$ cat config.mk
export PLATFORM = sky130hd
export DESIGN_NAME = serial_comparator_ctrl_flat
export DESIGN_NICKNAME = d
export VERILOG_FILES = /design/src/rtl/serial_comparator_ctrl_if.sv /design/src/rtl/serial_comparator_ctrl.sv /design/src/flat_wrapper.sv
export SDC_FILE = /design/constraint.sdc
export NUM_CORES = 1
export LEC_CHECK = 0
export BUFFER_PORTS_ARGS = -buffer_cell sky130_fd_sc_hd__clkbuf_2
export CELL_PAD_IN_SITES_DETAIL_PLACEMENT = 1
export CELL_PAD_IN_SITES_GLOBAL_PLACEMENT = 1
export CORE_MARGIN = 10
export CORE_UTILIZATION = 47
export CTS_BUF_LIST = sky130_fd_sc_hd__clkbuf_4
export DETAILED_ROUTE_END_ITERATION = 16
export PLACE_DENSITY_LB_ADDON = 0.1
export SKIP_LAST_GASP = 1
export SLEW_MARGIN = 15
export SYNTH_ARGS = -nofsm -noshare
export SYNTH_HDL_FRONTEND = slang
export SYNTH_SLANG_ARGS = --single-unit
$ cat constraint.sdc
create_clock -name clk -period 4.45 [get_ports clk]
set_clock_uncertainty 0.2 [all_clocks]
set_input_delay 0.89 -clock clk [delete_from_list [all_inputs] [get_ports clk]]
set_output_delay 0.89 -clock clk [all_outputs]
set_load 0.03 [all_outputs]
$ cat src/rtl/serial_comparator_ctrl_if.sv
// Request/response bundle between a datapath requester and the serial comparator.
// The master side raises start with operands; the slave side reports busy/done/result.
interface serial_comparator_ctrl_if #(
    parameter int WIDTH = 8
);
    localparam int CW = $clog2(WIDTH + 1);

    logic             start;
    logic [WIDTH-1:0] a;
    logic [WIDTH-1:0] b;
    logic             busy;
    logic             done;
    logic [2:0]       c;
    logic [CW-1:0]    count;

    modport master (output start, a, b, input busy, done, c, count);
    modport slave  (input start, a, b, output busy, done, c, count);
endinterface

$ cat src/rtl/serial_comparator_ctrl.sv
// MSB-first bit-serial magnitude comparator built around one 1-bit compare slice.
// Stops at the first differing bit and reports a one-hot {gt,eq,lt} with a done pulse.
module serial_comparator_ctrl #(
    parameter int WIDTH = 8
) (
    input  logic                   clk,
    input  logic                   rst,
    serial_comparator_ctrl_if.slave bus
);
    localparam int CW = $clog2(WIDTH + 1);

    localparam logic [1:0] S_IDLE = 2'd0;
    localparam logic [1:0] S_RUN  = 2'd1;
    localparam logic [1:0] S_DONE = 2'd2;

    logic [1:0]       state;
    logic [WIDTH-1:0] a_sr;
    logic [WIDTH-1:0] b_sr;
    logic [CW-1:0]    n;
    logic [2:0]       c_q;
    logic [CW-1:0]    count_q;

    // 1-bit comparator slice, encoding {a>b, a==b, a<b}
    logic       a_msb;
    logic       b_msb;
    logic [2:0] slice;

    assign a_msb = a_sr[WIDTH-1];
    assign b_msb = b_sr[WIDTH-1];
    assign slice = {a_msb & ~b_msb, ~(a_msb ^ b_msb), ~a_msb & b_msb};

    // NOTE: sequential state uses non-blocking assignments so every register
    // samples pre-edge values; blocking here would create order-dependent races.
    always_ff @(posedge clk or posedge rst) begin
        if (rst) begin
            state   <= S_IDLE;
            a_sr    <= '0;
            b_sr    <= '0;
            n       <= '0;
            c_q     <= 3'b000;
            count_q <= '0;
        end else begin
            case (state)
                S_IDLE: begin
                    if (bus.start) begin
                        a_sr  <= bus.a;
                        b_sr  <= bus.b;
                        n     <= '0;
                        state <= S_RUN;
                    end
                end
                S_RUN: begin
                    n <= n + CW'(1);
                    if (slice[2] || slice[0]) begin
                        c_q     <= slice;
                        count_q <= n + CW'(1);
                        state   <= S_DONE;
                    end else if (n == CW'(WIDTH - 1)) begin
                        c_q     <= 3'b010;
                        count_q <= CW'(WIDTH);
                        state   <= S_DONE;
                    end else begin
                        a_sr <= a_sr << 1;
                        b_sr <= b_sr << 1;
                    end
                end
                S_DONE:  state <= S_IDLE;
                // Unused encoding recovers to IDLE instead of locking up
                default: state <= S_IDLE;
            endcase
        end
    end

    // Status decoded from state only; no combinational path from start/a/b
    assign bus.busy  = (state == S_RUN);
    assign bus.done  = (state == S_DONE);
    assign bus.c     = c_q;
    assign bus.count = count_q;
endmodule

$ cat src/flat_wrapper.sv
// flat-port wrapper written by rule: the top's interface ports become plain ports
module serial_comparator_ctrl_flat 
#(
    parameter int WIDTH = 8
)
  (clk, rst, bus_start, bus_a, bus_b, bus_busy, bus_done, bus_c, bus_count);
  serial_comparator_ctrl_if #(.WIDTH(WIDTH)) bus_i ();
  input  logic clk;
  input  logic rst;
  input wire logic [$bits(bus_i.start)-1:0] bus_start;
  input wire logic [$bits(bus_i.a)-1:0] bus_a;
  input wire logic [$bits(bus_i.b)-1:0] bus_b;
  output wire logic [$bits(bus_i.busy)-1:0] bus_busy;
  output wire logic [$bits(bus_i.done)-1:0] bus_done;
  output wire logic [$bits(bus_i.c)-1:0] bus_c;
  output wire logic [$bits(bus_i.count)-1:0] bus_count;
  assign bus_i.start = bus_start;
  assign bus_i.a = bus_a;
  assign bus_i.b = bus_b;
  assign bus_busy = bus_i.busy;
  assign bus_done = bus_i.done;
  assign bus_c = bus_i.c;
  assign bus_count = bus_i.count;
  serial_comparator_ctrl #(.WIDTH(WIDTH)) u_core (.clk(clk), .rst(rst), .bus(bus_i));
endmodule
## Yosys cells after proc, flatten, opt, wreduce, memory -nomap -nowiden

Cells that the tools add are included.

| word-level totals | value |
|---|---|
| word-level logic and storage cells | 46 |
| register bits | 29 |
| output and inout bits | 9 |

| cells by class | value |
|---|---|
| bitwise operators | 6 |
| mux-type cells | 18 |
| reduce and logical (&&, ||, !) cells | 8 |
| add/sub/neg operators | 1 |
| equal/unequal tests | 7 |

Operators with widths:

| operator | number |
|---|---|
| 8-bit 2-to-1 mux | 6 |
| 8-bit case mux with 2 select lines | 2 |
| 4-bit 2-to-1 mux | 3 |
| 4-bit case mux with 2 select lines | 1 |
| 2-bit 2-to-1 mux | 3 |
| 3-bit 2-to-1 mux | 2 |
| 2-bit inequality test (second input constant) | 3 |
| 2-bit AND reduction | 3 |
| 4-bit by 1-bit adder with 4-bit output (second input constant) | 1 |
| 4-bit by 3-bit equality test with 1-bit output (second input constant) | 1 |
| 2-bit case mux with 2 select lines | 1 |
| 4-bit AND reduction | 1 |
| 2-bit nonzero test | 2 |
| 3-bit by 1-bit inequality test with 1-bit output (second input constant) | 1 |
| 1-bit NOT | 3 |
| 1-bit AND | 2 |
| 2-bit by 1-bit equality test with 1-bit output (second input constant) | 1 |
| 2-bit equality test (second input constant) | 1 |
| 2-bit zero test | 1 |
| 1-bit logical OR | 1 |
| 1-bit XOR | 1 |

## Longest topological paths before layout

| depth | value |
|---|---|
| depth after elaboration | 5 |
| mapped depth | 7 |

## Worst setup path after synthesis

OpenSTA, ideal clock, no wires.

| path | value |
|---|---|
| path kind | flip-flop to output port |
| from | register u_core.state[1] |
| to | output port bus_busy |
| arrival time | 0.960 ns |
| cell stages (with the launch flop) | 6 |
| path slack | 2.400 ns |
| cell sequence | dfrtp_1 buf_6 nand2b_4 buf_8 inv_4 buf_6 |

| between the ends | value |
|---|---|
| word-level cells in the longest chain between the ends | 1 |

Ends and longest elaborated chain:

| what | RTL line | RTL |
|---|---|---|
| start, declared | serial_comparator_ctrl.sv:16 | `logic [1:0] state;` |
| start signal, assigned | serial_comparator_ctrl.sv:36 | `state <= S_IDLE;` |
| start signal, assigned | serial_comparator_ctrl.sv:49 | `state <= S_RUN;` |
| start signal, assigned | serial_comparator_ctrl.sv:57 | `state <= S_DONE;` |
| 2-bit by 1-bit equality test with 1-bit output | serial_comparator_ctrl.sv:75 | `assign bus.busy = (state == S_RUN);` |
| end, declared | flat_wrapper.sv:13 | `output wire logic [$bits(bus_i.busy)-1:0] bus_busy;` |

No other way between the ends.

## Final worst setup path

| path | value |
|---|---|
| from | register u_core.state[0] |
| to | output port bus_busy |

Same word-level chain as after synthesis.

==> results by group <==
Floorplan
  • Die height: approximately 77 µm
  • Full die area: 5877 µm²
  • Core area: slightly above 3000 µm²
  • Overall die width: roughly 77 µm
  • I/O pins: 28
  • Starting density of the core: 49.43%
  • Std cell rows: 20

Setup path
  • CP Launch Point: u_core.state[0]$_DFFE_PP0P_
  • CP Capture Type: primary output
  • Worst path max stage delay: 0.59 ns
  • Crit path kind: reg -> out
  • Setup crit start kind: flip-flop
  • CP max FO: 12
  • Crit-path slowest cell: dfrtp_1
  • CP Cell Sequence: nand2b_4, inv_4, clkbuf_2
  • Reg2Reg Launch Point: u_core.n[0]$_DFFE_PP0P_
  • CP required: between 3 and 4 ns
  • Worst path arrival time: ~1.5 ns

Clocking
  • CTS tree: built
  • Clock tree root buffer cell: clkbuf_4
  • CTS max path bufs: 2
  • Clock Latency Late Sink: 0.32 ns
  • Worst-path clk slew: 0.08 ns
  • Htree depth: 2
  • CTS resizes: 0
  • CTS buffer count: 5
  • Postcts setup bufs: 0
  • Hold Buf Count CTS: 0
  • Clk sinks: 29

Timing
  • Max Fclk: 381.2 MHz
  • Post-layout minimum cycle time: ~2.6 ns
  • Final hold vios: 0
  • Slew headroom: between 40% and 50%
  • Endpoints failing setup: 0
  • Final WS setup: roughly 1.8 ns
  • Slew Limit Fails: 0
  • Tcrit/Tclk final: 58.94%
  • Least-Margin Pin Slew: between 0.8 and 0.9 ns
  • TNS Setup: 0 ns
  • RSZ-0062 raised after global routing: no

Synthesis
  • Synth Cell Area: between 1500 and 2000 µm²
  • Synthesis Warnings: 0
  • Mapped Cells: between 100 and 150
  • Top cells by area, synth: dfrtp_1 48%, mux2_2 15%, mux2_4 7.0%
  • EDFF count, synth: 0
  • Synth area leader: dfrtp_1
  • Sequential fraction of the synthesis area: ~48%
  • Synth Flop Type: dfrtp_1
  • Post-synth ARST share: 100.0%
  • Syn avg cell area: between 10 and 15 µm²
  • Synth Register Bits: 29
  • Syn nets: about 130
  • Synth cell types: 33
  • Synth top area share: roughly half

Routing
  • DR vias: between 900 and 1,000
  • Antenna Nets Post-Route: 0
  • DRC: 0
  • Via density: 5.135
  • Wire length per cell: 16.34 µm
  • Total wire length: 3.022 mm
  • Iter 0 DRT Violations: 74
  • DRT Pass-1 Iters: 3

Power
  • Pwr Total: 1305 µW
  • P per Cell Area: around 780 nW/µm²
  • Switching power: 510.3 µW
  • Sw Ratio: 39.11%
  • Worst vdd ir: about 0.35 mV
  • Clock Power Share: ~12%
  • Comb power frac: about half
  • Share of power burned in registers: roughly 37%
  • P_int: just under 800 µW
  • Lkg Pwr: just over 0.0008 µW

Global route
  • Largest net degree at the start of global routing: 30
  • Vias in the first global route: 1,053
  • Initial antenna violation count: 0
  • Congestion Overflow GR: 0
  • GRT Util Overall: roughly 11%
  • First-pass GRT wire length: 5.195 mm

Status
  • Run status: complete, no violations

Worst hold path
  • Tightest Hold Check Type: reg -> reg
  • Worst min-delay path startpoint: u_core.a_sr[6]$_DFFE_PP0P_

Final layout
  • Multi-input combinational cell area: a little under 700 µm²
  • Layout cells sized above 1: ~48%
  • Fill cells: about 360
  • Fin area: roughly 1700 µm²
  • Number of diodes: 0
  • Area Overhead vs Synth: 11.53%
  • Layout Cells excl Fill: ~190
  • Reg area: just over 700 µm²
  • Nets: 163

Placement
  • DP HPWL: 2.296 mm
  • GPL Wtd Cong: ~0.76
  • Dpl ws: roughly 2 ns
  • Placed cell area: ~1600 µm²
  • Cell count after placement: roughly 180
  • Number of port buffers: 27

Flow run
  • Max Cap Viol: 0
## area by class of cell
| type | instances | area share [%] |
|---|---|---|
| Clock buffer | 6 | 2.677 |
| Clock inverter | 1 | 0.2230 |
| Inverter | 10 | 2.379 |
| Multi-Input combinational cell | 68 | 40.30 |
| Sequential cell | 29 | 43.12 |
| Tap cell | 44 | 3.271 |
| Timing Repair Buffer | 27 | 8.030 |
## cells by family (layout without fill, tap and decap cells)
kind of cell	Yosys count	after routing	synth area share, %
compound gates	17	17	10.12
xor+xnor	1	1	0.5805
fa+ha+maj	3	3	2.488
buf+inv	15	44	6.965
flops	29	29	48.09
mux	32	32	25.29
simple gates	15	15	6.467
## worst paths after layout
path                                              endpoint  slack [ns]  cells after the start
setup / recovery                                  bus_busy        1.83                      3
hold / removal                  u_core.a_sr[6]$_DFFE_PP0P_        0.31                      1
setup reg to reg                u_core.a_sr[5]$_DFFE_PP0P_        2.02                      4
hold reg to reg                 u_core.a_sr[6]$_DFFE_PP0P_        0.31                      1
max in group asynchronous  u_core.bus.count[0]$_DFFE_PP0P_        3.24                      2
min in group asynchronous       u_core.b_sr[3]$_DFFE_PP0P_        0.41                      2
## state kept, by name, indices dropped and copies added, names as in the netlist
signal / flops
u_core.a_sr: 8
u_core.b_sr: 8
u_core.bus.c: 3
u_core.bus.count: 4
u_core.n: 4
u_core.state: 2
## layer usage
metal	part of all wire, %	GRT usage (%)
met1	45	13.12
met2	50	17.54
met3	3.8	4.312
met4	1.5	3.903
met5	0	0
## cell usage in the layout (no fill, tap or decap)
cell type	Yosys	final
a21oi_1	1	1
a22o_1	4	4
a22o_2	1	1
a2bb2oi_1	1	1
a31oi_1	1	1
and3b_4	1	1
clkbuf_2	0	27
clkbuf_4	0	6
clkinv_1	0	1
dfrtp_1	29	29
ha_1	3	3
inv_1	9	8
inv_2	0	1
inv_4	1	1
mux2_1	1	1
mux2_2	20	20
mux2_4	7	7
mux2i_1	4	4
nand2_1	4	4
nand2b_1	1	1
nand2b_4	1	1
nand3_1	1	1
nand4bb_1	2	2
nor2_1	3	3
nor2b_1	1	1
nor3_1	1	1
o21ai_0	3	3
o21ai_2	1	1
o21bai_1	1	1
o22a_1	1	1
o311a_1	2	2
o32ai_4	1	1
xor2_1	1	1
## cells in the mapped netlist (2+ instances only)
cell type  count
nor2_1         3
mux2_2        20
o21ai_0        3
a22o_1         4
nand2_1        4
buf_6          2
dfrtp_1       29
ha_1           3
mux2_4         7
o311a_1        2
nand4bb_1      2
mux2i_1        4
inv_1          9
## power groups by stage
stage	Sequential [µW]	Combinational, µW	Clock, µW
after floorplan	510	565	0
after global routing	506	731	175
final	486	668	150
after global placement	483	659	0
after detailed placement	493	680	0
after CTS	487	683	157
## stage by stage
| step | utilization, % | hold WS, ns |
|---|---|---|
| finish | 55.12 | 0.3130 |
| global route | 55.12 | 0.3384 |
| CTS | 55.12 | 0.3191 |
| detailed placement | 53.52 | 0.2975 |
| global placement | 53.52 | 0.2861 |
| floorplan | - | 0.2750 |
## worst max-delay path: cells and delay by family, from the launching register on
kind	cells	cell delay (ns)
flip-flops	1	0.59
buffers and inverters	2	0.42
AND/OR/NAND/NOR	1	0.20
(Power assumes the default switching activity.)
